File: src/rtl/fwd_hazard_scoreboard.sv
// Forwarding and load-use hazard scoreboard for the pipelined MIPS core.
// Tracks in-flight destination registers over NUM_STAGES post-ID stages and
// produces ALU operand selects, a store-data forward select and a load-use
// stall that injects a bubble into stage 1 (EX).
// Select encoding: 0 = register file, 1 = shamt/immediate, k+1 = stage k.
// Optional feature macro: FWD_STALL_STATS_EN adds a saturating StallCount.
module fwd_hazard_scoreboard #(
    parameter int unsigned REG_ADDR_W = 5,
    parameter int unsigned NUM_STAGES = 2,
    parameter int unsigned LOAD_STAGE = 2,
    localparam int unsigned SEL_W = $clog2(NUM_STAGES + 2)
) (
    input  logic                  CLK,
    input  logic                  Reset,
    input  logic                  Freeze,
    input  logic                  ID_Valid,
    input  logic [REG_ADDR_W-1:0] ID_Rs,
    input  logic [REG_ADDR_W-1:0] ID_Rt,
    input  logic [REG_ADDR_W-1:0] ID_Rw,
    input  logic                  ID_RegWrite,
    input  logic                  ID_MemRead,
    input  logic                  ID_MemWrite,
    input  logic                  UseShamt,
    input  logic                  UseImmed,
    output logic [SEL_W-1:0]      AluOpCtrlA,
    output logic [SEL_W-1:0]      AluOpCtrlB,
    output logic [SEL_W-1:0]      StoreFwdSel,
    output logic                  Stall
`ifdef FWD_STALL_STATS_EN
    ,
    output logic [15:0]           StallCount
`endif
);

    // Tracking entry per stage; index i holds stage i+1 (index 0 = EX).
    logic [NUM_STAGES-1:0] ent_valid;
    logic [NUM_STAGES-1:0] ent_regwrite;
    logic [NUM_STAGES-1:0] ent_memread;
    logic [REG_ADDR_W-1:0] ent_rw [NUM_STAGES];

    logic [NUM_STAGES-1:0] rs_match;
    logic [NUM_STAGES-1:0] rt_match;
    logic [SEL_W-1:0]      rs_sel;
    logic [SEL_W-1:0]      rt_sel;
    logic                  rs_load_early;
    logic                  rt_load_early;
    logic                  rs_needed;
    logic                  rt_needed;

    // Per-stage match: a live writer of a non-zero register equal to the source.
    always_comb begin
        rs_match = '0;
        rt_match = '0;
        for (int i = 0; i < int'(NUM_STAGES); i++) begin
            rs_match[i] = ent_valid[i] && ent_regwrite[i] && (ent_rw[i] != '0) && (ent_rw[i] == ID_Rs);
            rt_match[i] = ent_valid[i] && ent_regwrite[i] && (ent_rw[i] != '0) && (ent_rw[i] == ID_Rt);
        end
    end

    // Youngest match wins: scan oldest to youngest so the smallest stage overwrites.
    // A match is a load hazard when it is a load that has not yet reached LOAD_STAGE.
    always_comb begin
        rs_sel        = '0;
        rt_sel        = '0;
        rs_load_early = 1'b0;
        rt_load_early = 1'b0;
        for (int i = int'(NUM_STAGES) - 1; i >= 0; i--) begin
            if (rs_match[i]) begin
                rs_sel        = SEL_W'(i + 2);
                rs_load_early = ent_memread[i] && ((i + 1) < int'(LOAD_STAGE));
            end
            if (rt_match[i]) begin
                rt_sel        = SEL_W'(i + 2);
                rt_load_early = ent_memread[i] && ((i + 1) < int'(LOAD_STAGE));
            end
        end
    end

    // Operand selects and load-use stall, zero latency from state and ID inputs.
    always_comb begin
        rs_needed   = !UseShamt;
        rt_needed   = !UseImmed || ID_MemWrite;
        AluOpCtrlA  = UseShamt ? SEL_W'(1) : rs_sel;
        AluOpCtrlB  = UseImmed ? SEL_W'(1) : rt_sel;
        StoreFwdSel = rt_sel;
        Stall       = ID_Valid && ((rs_needed && rs_load_early) || (rt_needed && rt_load_early));
    end

    // Tracking pipeline: bubble on stall or invalid ID, hold on Freeze, Reset dominates.
    always_ff @(posedge CLK) begin
        if (Reset) begin
            ent_valid    <= '0;
            ent_regwrite <= '0;
            ent_memread  <= '0;
            for (int i = 0; i < int'(NUM_STAGES); i++) begin
                ent_rw[i] <= '0;
            end
        end else if (!Freeze) begin
            for (int i = int'(NUM_STAGES) - 1; i > 0; i--) begin
                ent_valid[i]    <= ent_valid[i-1];
                ent_regwrite[i] <= ent_regwrite[i-1];
                ent_memread[i]  <= ent_memread[i-1];
                ent_rw[i]       <= ent_rw[i-1];
            end
            ent_valid[0]    <= ID_Valid && !Stall;
            ent_regwrite[0] <= ID_RegWrite;
            ent_memread[0]  <= ID_MemRead;
            ent_rw[0]       <= ID_Rw;
        end
    end

`ifdef FWD_STALL_STATS_EN
    // Saturating count of cycles actually lost to load-use stalls.
    always_ff @(posedge CLK) begin
        if (Reset) begin
            StallCount <= '0;
        end else if (Stall && !Freeze && (StallCount != 16'hFFFF)) begin
            StallCount <= StallCount + 16'd1;
        end
    end
`endif

endmodule

File: config.mk
export PLATFORM = sky130hd
export DESIGN_NAME = fwd_hazard_scoreboard
export DESIGN_NICKNAME = d
export VERILOG_FILES = /design/src/rtl/fwd_hazard_scoreboard.sv
export SDC_FILE = /design/constraint.sdc
export NUM_CORES = 1
export LEC_CHECK = 0
export BUFFER_PORTS_ARGS = -buffer_cell sky130_fd_sc_hd__buf_2
export CORE_UTILIZATION = 43
export DETAILED_ROUTE_END_ITERATION = 16
export HOLD_SLACK_MARGIN = 0.12
export PLACE_DENSITY = 0.8
export SLEW_MARGIN = 20
export SYNTH_ARGS = -nofsm -noshare
export SYNTH_HDL_FRONTEND = slang
export SYNTH_SLANG_ARGS = --single-unit
File: constraint.sdc
create_clock -name CLK -period 1.3 [get_ports CLK]
set_input_delay 0.13 -clock CLK [delete_from_list [all_inputs] [get_ports CLK]]
set_output_delay 0.13 -clock CLK [all_outputs]
set_load 0.03 [all_outputs]
### Word-level counts from Yosys, hierarchy flattened

Memories as Yosys holds them, arrays and structs flattened.
Cells that the tools add are included.

* equality and inequality tests: 4
* reductions and logical operators: 19
* bitwise logic cells: 2
* muxes and demuxes: 15

Operator list (number)
* equality test 5 bit: 4
* logical AND 1 bit: 12
* two-way mux 2 bit: 6
* two-way mux 5 bit: 2
* nonzero test 5 bit: 2
* two-way mux 1 bit: 7
* zero test 1 bit: 3
* logical OR 1 bit: 2
* bitwise OR 1 bit: 2

* output and inout bits: 7
* memories: 1
* bits in writable memories: 10
* word-level logic and storage cells: 44
* bits of input ports: 24
* flip-flop bits (word level): 5

Memories
* ent_rw: words 2, width 5, read ports 2, clocked after memory_dff 0, wr ports 2, line 39 `logic [REG_ADDR_W-1:0] ent_rw [NUM_STAGES];`

### Logic depth before layout (Yosys ltp)

* depth in word-level cells: 9
* depth in mapped cells: 5
* mapped depth without buffers: 4

### Least setup slack after synthesis

OpenSTA, ideal clock, no wires.

* kind: register -> output
* start point: mem ent_rw[1][3], in the netlist ent_rw[0][8]
* end point: out AluOpCtrlA[1]
* buffers on the path: 0
* cell stages (with the launch flop): 5
* setup slack: -0.395 ns
* data required time: 1.170 ns
* arrival time: 1.565 ns
* cell sequence: edfxtp_1 -> xor2_1 -> nor3_1 -> nand4_1 -> o21ai_0

RTL lines
* start: declaration: line 39
* end: declaration: line 25 `output logic [SEL_W-1:0] AluOpCtrlA,`

==> insert_results.sql <==
INSERT INTO impl_metrics (metric_group, metric, value, unit) VALUES
('status', 'outcome', 'complete, but fails checks', ''),
('status', 'violations', 'negative setup slack', ''),
('logic_synthesis', 'synth_cell_types', '27', ''),
('clocking', 'clk_path_buf_depth', '2', ''),
('routing', 'route.detailed.drc', '0', ''),
('critical_path', 'path_max_fanout', '2', ''),
('cells_and_area', 'antennaDiodeCount', '0', ''),
('timing', 'final_hold_viol_count', '0', ''),
('timing', 'fmax', '0.507', 'GHz'),
('power', 'vdd.ir_drop.worst', '0.000668', 'V'),
('power', 'power.internal', '0.818', 'mW'),
('cells_and_area', 'mostFrequentLayoutCell', 'sky130_fd_sc_hd__buf_2', ''),
('cells_and_area', 'nNetsFinal', '171', ''),
('logic_synthesis', 'post_synth_instance_area', '887', 'um^2'),
('grt', 'wire_length_of_the_first_global_routing_pass', '3420', 'um'),
('floorplanning', 'floorplan_row_count', '16', ''),
('cells_and_area', 'fin_cells', '173', ''),
('critical_path', 'crit_start_category', 'register', ''),
('routing', 'detail_route.vias_per_cell', '5.04', ''),
('timing', 'layout_worst_path_cycle_share', '152', '%'),
('floorplanning', 'die_area', '2250', 'um^2'),
('clocking', 'clkLatencyLatePin', '0.27', 'ns'),
('grt', 'globalRoute.totalOverflow', '0', ''),
('placement', 'dp_hpwl', '1730', 'um'),
('power', 'clkPwrFrac', '22.2', '%'),
('critical_path', 'endpoint_class_of_the_critical_path', 'output pin', ''),
('clocking', 'cts_tree', 'done', ''),
('grt', 'grt_max_degree', '11', ''),
('logic_synthesis', 'synth.yosys.seq_area_share', '45.1', '%'),
('floorplanning', 'fp.coreArea', '1940', 'um^2'),
('placement', 'portBuffers', '30', ''),
('timing', 'report.final.slew_viol_count', '0', ''),
('cells_and_area', 'layout.core_utilization', '73.3', '%'),
('floorplanning', 'chipHeight', '47.4', 'um'),
('timing', 'final_period_minus_worst_setup_slack', '1.97', 'ns'),
('clocking', 'cts_inserted_buffers', '3', ''),
('routing', 'wl_per_cell', '14.0', 'um'),
('routing', 'drt_iter0_markers', '16', ''),
('grt', 'antenna_found_initial', '0', ''),
('placement', 'dpl.cell_count', '161', ''),
('power', 'seq_power_share', '50.8', '%'),
('cells_and_area', 'post_route_cells_drive_above_1_share', '49.3', '%'),
('critical_path', 'timing_worst_setup_path_type', 'reg2out', ''),
('placement', 'placer_congestion_estimate', '0.887', ''),
('logic_synthesis', 'number_of_standard_cells_after_synthesis', '88', ''),
('cells_and_area', 'flow.area_growth_from_synthesis', '60.4', '%'),
('routing', 'final_antenna_net_count', '0', ''),
('power', 'post-layout-total-power', '1.12', 'mW'),
('clocking', 'numClockSinks', '15', ''),
('min_path', 'type_of_the_most_critical_hold_path', 'in2reg', ''),
('clocking', 'root_buffer', 'sky130_fd_sc_hd__clkbuf_4', ''),
('cells_and_area', 'num-fill-cells', '142', ''),
('routing', 'drt-pass1-iter-count', '4', ''),
('critical_path', 'critPathRequiredTime', '1.17', 'ns'),
('timing', 'tightest_slew', '0.484', 'ns'),
('logic_synthesis', 'synthesis.area_per_instance', '10.1', 'um^2'),
('placement', 'placement.setup.worst_slack', '-0.393', 'ns'),
('power', 'power-per-cell-area', '789', 'nW/um^2'),
('timing', 'timing.max_slew.rel_slack', '67.7', '%'),
('critical_path', 'cp_data_arrival_time', '1.84', 'ns'),
('logic_synthesis', 'synth.ff_latch_count', '15', ''),
('floorplanning', 'chipWidth', '47.4', 'um'),
('clocking', 'clk_transition_reported_paths', '0.08', 'ns'),
('logic_synthesis', 'synth-warning-count', '0', ''),
('routing', 'drt-total-wl', '2420', 'um'),
('timing', 'setup_viol', '8', ''),
('timing', 'finClkSkew', '0.00359', 'ns'),
('floorplanning', 'initial_core_util', '45.7', '%'),
('run', 'max-cap-violations', '0', ''),
('timing', 'postLayoutSetupSlackWorst', '-0.672', 'ns'),
('grt', 'grtUsageTotal', '22.4', '%'),
('logic_synthesis', 'syn_nets', '112', ''),
('routing', 'num_vias', '872', ''),
('power', 'power.net_switching', '0.304', 'mW'),
('grt', 'vias_in_the_first_global_route', '866', ''),
('power', 'p_leak', '0.659', 'nW'),
('power', 'comb_power_share', '27.0', '%'),
('timing', 'grt_setup_unrepaired', 'true', ''),
('floorplanning', 'floorplan.io_pins', '31', ''),
('clocking', 'ctsHtreeMaxLevel', '1', ''),
('cells_and_area', 'layout_common_cells', '24 x sky130_fd_sc_hd__buf_2, 21 x sky130_fd_sc_hd__buf_4, 14 x sky130_fd_sc_hd__xor2_1', ''),
('power', 'power.switching_fraction', '27.1', '%');
## metrics by stage
step	hold WS (ns)	setup TNS, ns	cell area (um^2)
2_1_floorplan	0.202	-1.40	930
3_3_place_gp	0.360	-2.63	1240
3_5_place_dp	0.368	-2.88	1240
4_1_cts	0.123	-4.72	1350
5_1_grt	0.123	-5.24	1420
6_report	0.129	-4.78	1420
## layer usage
metal / up-vias / wire (um) / global-route usage [%]
met5: - / 0 / 0
met4: 0 / 27 / 11.4
met3: 4 / 85 / 2.64
met2: 31 / 1370 / 42.7
met1: 410 / 939 / 24.0
li1: 427 / - / -
## kinds of logic after synthesis
kind of cell,after synthesis,synth area share [%]
buffers and inverters,4,1.83
DFF,15,45.1
xor gates and xnor gates,20,19.7
AOI/OAI and AO/OA,10,7.76
and+or+nand+nor,35,21.0
muxes,4,4.51
## power groups by stage
stage | Sequential (mW) | Clock (mW) | Combinational [mW]
floorplan | 0.581 | 0 | 0.122
global placement | 0.578 | 0 | 0.243
detailed placement | 0.582 | 0 | 0.253
CTS | 0.569 | 0.257 | 0.276
global route | 0.573 | 0.284 | 0.326
finish | 0.570 | 0.249 | 0.303
## Yosys cell counts
| cell | instances | area [um^2] |
|---|---|---|
| sky130_fd_sc_hd__a22oi_1 | 1 | 7.51 |
| sky130_fd_sc_hd__and2_1 | 10 | 62.6 |
| sky130_fd_sc_hd__nand2_1 | 3 | 11.3 |
| sky130_fd_sc_hd__mux2i_1 | 4 | 40.0 |
| sky130_fd_sc_hd__o21ai_0 | 1 | 5.00 |
| sky130_fd_sc_hd__inv_1 | 2 | 7.51 |
| sky130_fd_sc_hd__o21ai_1 | 1 | 5.00 |
| sky130_fd_sc_hd__a21oi_1 | 3 | 15.0 |
| sky130_fd_sc_hd__edfxtp_1 | 10 | 300 |
| sky130_fd_sc_hd__a41o_1 | 1 | 10.0 |
| sky130_fd_sc_hd__nor3_1 | 4 | 20.0 |
| sky130_fd_sc_hd__clkbuf_1 | 1 | 3.75 |
| sky130_fd_sc_hd__and3_1 | 1 | 6.26 |
| sky130_fd_sc_hd__nand2b_1 | 1 | 6.26 |
| sky130_fd_sc_hd__nand4_1 | 2 | 12.5 |
| sky130_fd_sc_hd__buf_2 | 1 | 5.00 |
| sky130_fd_sc_hd__o311a_1 | 1 | 10.0 |
| sky130_fd_sc_hd__o2111ai_1 | 1 | 8.76 |
| sky130_fd_sc_hd__xor2_1 | 15 | 131 |
| sky130_fd_sc_hd__nor4_1 | 1 | 6.26 |
| sky130_fd_sc_hd__dfxtp_1 | 5 | 100 |
| sky130_fd_sc_hd__xnor2_1 | 5 | 43.8 |
| sky130_fd_sc_hd__a21boi_1 | 1 | 7.51 |
| sky130_fd_sc_hd__nand3_1 | 1 | 5.00 |
| sky130_fd_sc_hd__nand4_2 | 1 | 12.5 |
| sky130_fd_sc_hd__or3_1 | 1 | 6.26 |
| sky130_fd_sc_hd__nor2_1 | 10 | 37.5 |
## area by class of cell
class                   count  area, um^2  share of cell area, %
multi-input cells          69         557                   39.1
flip-flops and latches     15         400                   28.1
repair buffers             56         398                   28.0
well taps                  27        33.8                   2.37
clock buffers               4        26.3                   1.85
inverters                   2        7.51                  0.528
## timing repair
action / CTS / global route
pin swaps: 4 / 9
hold buffers: 3 / 0
resized for setup: 9 / 15
endpoints found under the setup margin: 8 / 8
hold endpoints to repair: 4 / 0
buffers inserted: 3 / 2
## path summary, 6_finish.rpt
path	cells after the start	slack [ns]	startpoint	end
hold / removal	2	0.13	ID_Rw[2]	ent_rw[0][2]$_SDFFCE_PN0P_
hold reg to reg	2	0.55	ent_valid[1]$_SDFFE_PP0N_	ent_valid[1]$_SDFFE_PP0N_
setup / recovery	5	-0.67	ent_rw[0][7]$_SDFFCE_PN0P_	AluOpCtrlA[0]
setup reg to reg	6	-0.35	ent_rw[0][1]$_SDFFCE_PN0P_	ent_valid[0]$_SDFFE_PP0N_
## worst max-delay path, cell delays in order (launching register included)
cell and delay, ns:
sky130_fd_sc_hd__edfxtp_1 0.41, sky130_fd_sc_hd__or3_4 0.41, sky130_fd_sc_hd__o311a_4 0.38, sky130_fd_sc_hd__nand4_1 0.15, sky130_fd_sc_hd__a21boi_2 0.08, sky130_fd_sc_hd__buf_6 0.14
## sequential cells by signal (all words and copies together), names as in the netlist
signal / cells
ent_valid: 2
ent_regwrite: 2
ent_memread: 1
ent_rw: 10
No activity file was read; power rests on OpenSTA's default activity.
